==> config.mk <==
export PLATFORM = sky130hd
export DESIGN_NAME = timer_sched_flat
export DESIGN_NICKNAME = d
export VERILOG_FILES = /design/src/rtl/timer_sched_pkg.sv /design/src/rtl/timer_sched_if.sv /design/src/rtl/rr_arbiter.sv /design/src/rtl/timer_sched.sv /design/src/flat_wrapper.sv
export SDC_FILE = /design/constraint.sdc
export NUM_CORES = 1
export LEC_CHECK = 0
export ABC_AREA = 1
export ABC_CLOCK_PERIOD_IN_PS = 3800
export CAP_MARGIN = 15
export CELL_PAD_IN_SITES_DETAIL_PLACEMENT = 1
export CELL_PAD_IN_SITES_GLOBAL_PLACEMENT = 1
export CORE_MARGIN = 10
export CORE_UTILIZATION = 33
export CTS_CLUSTER_DIAMETER = 40
export DETAILED_ROUTE_END_ITERATION = 6
export PLACE_DENSITY_LB_ADDON = 0.1
export SLEW_MARGIN = 20
export SYNTH_ARGS = -nofsm -noshare
export SYNTH_HDL_FRONTEND = slang
export SYNTH_SLANG_ARGS = --single-unit
export TNS_END_PERCENT = 50
==> constraint.sdc <==
create_clock -name clk -period 3.8 [get_ports clk]
set_input_delay 0.76 -clock clk [delete_from_list [all_inputs] [get_ports clk]]
set_output_delay 0.76 -clock clk [all_outputs]
set_load 0.005 [all_outputs]
==> src/rtl/timer_sched_pkg.sv <==
// timer_sched_pkg: engine state encoding, default counter width and a one-hot helper
package timer_sched_pkg;
  typedef enum logic [1:0] {IDLE, RUN, DONE} state_t;
  localparam int CNT_W_DEF = 27;
  function automatic logic [7:0] onehot(input logic [2:0] i);
    return 8'(1) << i;
  endfunction
endpackage

==> src/rtl/timer_sched_if.sv <==
// timer_sched_if: requester bus (master: req/len/irq_en/irq_clr out; grant/busy/done/irq_status/irq in; slave: reverse)
interface timer_sched_if
  import timer_sched_pkg::*;
#(
  parameter int NUM_REQ = 4,
  parameter int CNT_W = CNT_W_DEF
);
  logic [NUM_REQ-1:0] req, grant, done, irq_en, irq_clr, irq_status;
  logic [NUM_REQ*CNT_W-1:0] len;
  logic busy, irq;
  modport master (output req, len, irq_en, irq_clr, input grant, busy, done, irq_status, irq);
  modport slave (input req, len, irq_en, irq_clr, output grant, busy, done, irq_status, irq);
endinterface

==> src/rtl/rr_arbiter.sv <==
// rr_arbiter: combinational round-robin pick, first req at or after ptr (req/ptr in; gnt one-hot, idx, valid out)
module rr_arbiter
  import timer_sched_pkg::*;
#(
  parameter int N = 4,
  parameter int PW = $clog2(N)
) (
  input  logic [N-1:0]  req,
  input  logic [PW-1:0] ptr,
  output logic [N-1:0]  gnt,
  output logic [PW-1:0] idx,
  output logic          valid
);
  always_comb begin
    idx = '0;
    for (int k = N - 1; k >= 0; k--)
      if (req[(int'(ptr) + k) % N]) idx = PW'((int'(ptr) + k) % N);
  end
  assign valid = |req;
  assign gnt = valid ? N'(onehot(3'(idx))) : '0;
endmodule

==> src/rtl/timer_sched.sv <==
// timer_sched: round-robin shared timeout engine with done pulses and sticky maskable irq (clk, rst_n, bus slave)
module timer_sched
  import timer_sched_pkg::*;
#(
  parameter int NUM_REQ = 4,
  parameter int CNT_W = CNT_W_DEF
) (
  input logic clk,
  input logic rst_n,
  timer_sched_if.slave bus
);
  localparam int PW = $clog2(NUM_REQ);
  state_t state, nxt;
  logic [CNT_W-1:0] cnt, cnt_nxt, win_len;
  logic [PW-1:0] owner, owner_nxt, ptr, ptr_nxt, win_idx, inc;
  logic [NUM_REQ-1:0] win_oh, gr, gr_nxt, done_v, st;
  logic win_v;
  rr_arbiter #(.N(NUM_REQ)) u_arb (.req(bus.req), .ptr(ptr), .gnt(win_oh), .idx(win_idx), .valid(win_v));
  assign win_len = bus.len[int'(win_idx) * CNT_W +: CNT_W];
  assign inc = owner == PW'(NUM_REQ - 1) ? '0 : owner + 1'b1;
  assign bus.busy = state != IDLE;
  assign bus.grant = bus.busy ? gr : '0;
  assign done_v = state == DONE ? gr : '0;
  assign bus.done = done_v;
  assign bus.irq_status = st;
  assign bus.irq = |(st & bus.irq_en);
  always_comb begin
    nxt = state;
    cnt_nxt = cnt;
    owner_nxt = owner;
    ptr_nxt = ptr;
    gr_nxt = gr;
    case (state)
      IDLE: if (win_v) begin
        nxt = RUN;
        owner_nxt = win_idx;
        gr_nxt = win_oh;
        cnt_nxt = win_len == '0 ? '0 : win_len - 1'b1;
      end
      RUN: if (!(|(bus.req & gr))) begin
        nxt = IDLE;
        ptr_nxt = inc;
      end else if (cnt == '0) nxt = DONE;
      else cnt_nxt = cnt - 1'b1;
      DONE: begin
        nxt = IDLE;
        ptr_nxt = inc;
      end
      default: nxt = IDLE;
    endcase
  end
  always_ff @(posedge clk or negedge rst_n)
    if (!rst_n) begin
      state <= IDLE;
      cnt <= '0;
      owner <= '0;
      ptr <= '0;
      gr <= '0;
      st <= '0;
    end else begin
      state <= nxt;
      cnt <= cnt_nxt;
      owner <= owner_nxt;
      ptr <= ptr_nxt;
      gr <= gr_nxt;
      st <= (st & ~bus.irq_clr) | done_v;
    end
endmodule

==> src/flat_wrapper.sv <==
// flat-port wrapper written by rule: the top's interface ports become plain ports
module timer_sched_flat import timer_sched_pkg::*;
#(
  parameter int NUM_REQ = 4,
  parameter int CNT_W = CNT_W_DEF
)
  (clk, rst_n, bus_req, bus_len, bus_irq_en, bus_irq_clr, bus_grant, bus_busy, bus_done, bus_irq_status, bus_irq);
  timer_sched_if #(.NUM_REQ(NUM_REQ), .CNT_W(CNT_W)) bus_i ();
  input logic clk;
  input logic rst_n;
  input wire logic [$bits(bus_i.req)-1:0] bus_req;
  input wire logic [$bits(bus_i.len)-1:0] bus_len;
  input wire logic [$bits(bus_i.irq_en)-1:0] bus_irq_en;
  input wire logic [$bits(bus_i.irq_clr)-1:0] bus_irq_clr;
  output wire logic [$bits(bus_i.grant)-1:0] bus_grant;
  output wire logic [$bits(bus_i.busy)-1:0] bus_busy;
  output wire logic [$bits(bus_i.done)-1:0] bus_done;
  output wire logic [$bits(bus_i.irq_status)-1:0] bus_irq_status;
  output wire logic [$bits(bus_i.irq)-1:0] bus_irq;
  assign bus_i.req = bus_req;
  assign bus_i.len = bus_len;
  assign bus_i.irq_en = bus_irq_en;
  assign bus_i.irq_clr = bus_irq_clr;
  assign bus_grant = bus_i.grant;
  assign bus_busy = bus_i.busy;
  assign bus_done = bus_i.done;
  assign bus_irq_status = bus_i.irq_status;
  assign bus_irq = bus_i.irq;
  timer_sched #(.NUM_REQ(NUM_REQ), .CNT_W(CNT_W)) u_core (.clk(clk), .rst_n(rst_n), .bus(bus_i));
endmodule
==> results of run 1 <==
[area by class of cell]
| class | instances | area, um^2 |
|---|---|---|
| well taps | 184 | 230 |
| clock buffers | 5 | 125 |
| clock inverters | 3 | 68.8 |
| repair buffers | 176 | 1730 |
| multi-input cells | 663 | 3230 |
| fillers | 1951 | 7660 |
| flip-flops and latches | 41 | 1030 |
| inverters | 78 | 293 |
[flip-flops by register name (all words and copies together) (netlist names)]
signal / flops
u_core.state: 2
u_core.ptr: 2
u_core.owner: 2
u_core.cnt: 27
u_core.bus.irq_status: 4
u_core.gr: 4
[kinds of logic after synthesis]
group,count (synthesis),synth area share
XOR/XNOR,12,0.0219
AO/OA/AOI/OAI,92,0.106
flip-flops,41,0.214
AND/OR/NAND/NOR,555,0.531
buffers and inverters,115,0.117
adder cells (fa/ha/maj),4,0.0104
[critical path, cell delays in order]
cell	delay [ps]
clkdlybuf4s50_1	480
inv_1	80
o21ai_2	160
nand2_1	90
nand3_2	120
nand2_2	70
nand2_4	140
nand2_8	110
buf_12	180
nand2_1	70
nand3_1	130
nand2_1	190
nand2_1	120
nor2_1	260
nand3_1	280
clkinv_1	160
nand2_1	70
nand2_1	70
nand2_1	80
nand2_1	80
a21oi_1	60
[cell usage after synthesis (all sizes together)]
cell type  instances
nand2            239
nor2             151
nand3            106
inv               77
a21oi             53
dfrtp             41
nand4             34
buf               33
o21ai             26
nand3b            12
o22ai              9
xor2               7
nor3               6
xnor2              5
clkbuf             4
ha                 4
nor4               3
o31ai              2
or2                2
a221oi             1
and2               1
and3               1
clkinv             1
o21a               1
[layer usage]
metal | up-vias | GRT usage
li1 | 2961 | -
met1 | 2773 | 0.267
met2 | 115 | 0.314
met3 | 23 | 0.0427
met4 | 0 | 0.0467
met5 | - | 0
[worst max-delay path by stage]
stage | slack, ps | from | end
after detailed placement | -170 | bus_req[1] | u_core.cnt[14]
after global placement | -70 | bus_req[1] | u_core.cnt[14]
after floorplan | 800 | bus_req[3] | u_core.cnt[13]
after CTS | 130 | bus_req[1] | u_core.cnt[14]
after global routing | -2 | bus_req[0] | u_core.cnt[21]
final | 180 | bus_req[3] | u_core.cnt[25]
[power breakdown]
part           internal (W)  switching (W)
sequential         0.000647       0.000234
combinational       0.00205        0.00359
clock              0.000379       0.000187
total               0.00308        0.00401
[per-stage QoR]
stage                     instances  setup TNS, ps  hold slack [ps]
after floorplan                 819              0              454
after global placement         1142          -91.7              503
after detailed placement       1142           -997              520
after CTS                      1150              0              539
after global routing           1150          -1.95              507
final                          1150              0              460
[timing repair]
action | CTS | global route
setup buffers | 0 | 0
endpoints found under the setup margin | 0 | 23
resized for setup | 0 | 7
==> qor.yml, run 1 <==
drt:
  via_per_inst: 5.11
  top_layer_used: "met4"
  final_antenna_net_count: 0
  vias: 5872
  wl_met3_um: 911
  wl_met1_mm: 9.67
  wl_per_cell_um: 17.4
  finalWirelength_mm: 20.1
  drt-initial-drc-count: 323
  wl_met2_mm: 9.18
  drc: 0
  first_pass_iters: 6
logic_synthesis:
  ys_types: 38
  syn_area_mm2: 0.00480
  syn_avg_cell_area_um2: 5.86
  synth.largest_area_cell: "dfrtp_1"
  syn_nets: 945
  ys_warn_count: 0
  synth.top_cells.by_area: "dfrtp_1, nand2_1, nor2_1, nand3_1, inv_1"
  postSynthCellCount: 819
  ys_seq_elements: 41
  synth-seq-area-share: 0.214
  yosysTopAreaCellShare: 0.214
die:
  io_pins: 136
  die_h_um: 141
  row_count: 44
  design.core.area_mm2: 0.0144
  start_util: 0.334
  die_area_mm2: 0.0198
  die_width_um: 141
job:
  max_cap_violations: 0
power:
  leakage_nw: 3.10
  power_density_mw_per_mm2: 1060
  ir_worst_vdd_uv: 420
  total_power_w: 0.00708
cts:
  cts_tree: "built"
  cts.sinks: 41
  clk_latency_ps: 290
  cts-htree-levels: 2
  cts_root_buf: "clkbuf_16"
  numCtsBuffers: 5
  ctsHoldBuffers: 0
  cts.clk_slew.worst_paths_ps: 70
  cts_buffer_depth: 2
setup_path:
  worstPathMaxFanout: 36
  start_kind: "input pin"
  critPathKind: "in2reg"
  arrival_ps: 3800
  crit_required_ps: 3980
  timing.rr.end: "u_core.cnt[25]"
  reg2reg_from: "u_core.ptr[0]"
  r2r_slack_ps: 360
  r2r_cells: 22
  end_kind: "flip-flop"
placement:
  pre_cts_ws_ps: -174
  dp_hpwl_mm: 16.9
  placed_cell_area_mm2: 0.00649
  place_congestion: 0.933
  port-buffer-count: 135
finish:
  layout_common_cells: "nand2_1, clkdlybuf4s50_1, nor2_1"
  fin_nets: 1091
  finish.utilization: 0.467
  final_area_mm2: 0.00671
  layout_commonest_cell: "nand2_1"
  synthToLayoutAreaGrowth_pct: 39.8
  n_antenna_cell: 0
  drive_above_1_share: 0.107
global_route:
  grt_pass1_vias: 6308
  grt_max_degree: 50
  grt_use_total: 0.198
  antenna_found_initial: 0
  grt_first_pass_wirelength_mm: 32.6
  grt_overflow: 0
timing:
  drv_slew: 0
  setup-violations-final: 0
  worst_pin_slew_ps: 567
  fin_ws_ps: 178
  report.final.hold_viol_count: 0
  relSlewSlack: 0.622
  fmax_ghz: 0.276
  clock_skew_ps: 9.17
  min_period_ps: 3620
  period_share: 0.953
worst_hold_path:
  hp-class: "in2async"
outcome:
  status: "finished, final reports clean"
No activity file was read; power rests on OpenSTA's default activity.
==> run 2: changes to the inputs <==
--- a/config.mk
+++ b/config.mk
@@ -12,7 +12,7 @@
 export CELL_PAD_IN_SITES_GLOBAL_PLACEMENT = 1
 export CORE_MARGIN = 10
 export CORE_UTILIZATION = 33
-export CTS_CLUSTER_DIAMETER = 40
+export CTS_CLUSTER_DIAMETER = 60
 export DETAILED_ROUTE_END_ITERATION = 6
 export PLACE_DENSITY_LB_ADDON = 0.1
 export SLEW_MARGIN = 20
==> results of run 2 <==
The final DEF is identical to that of run 1; final timing and power are the same.
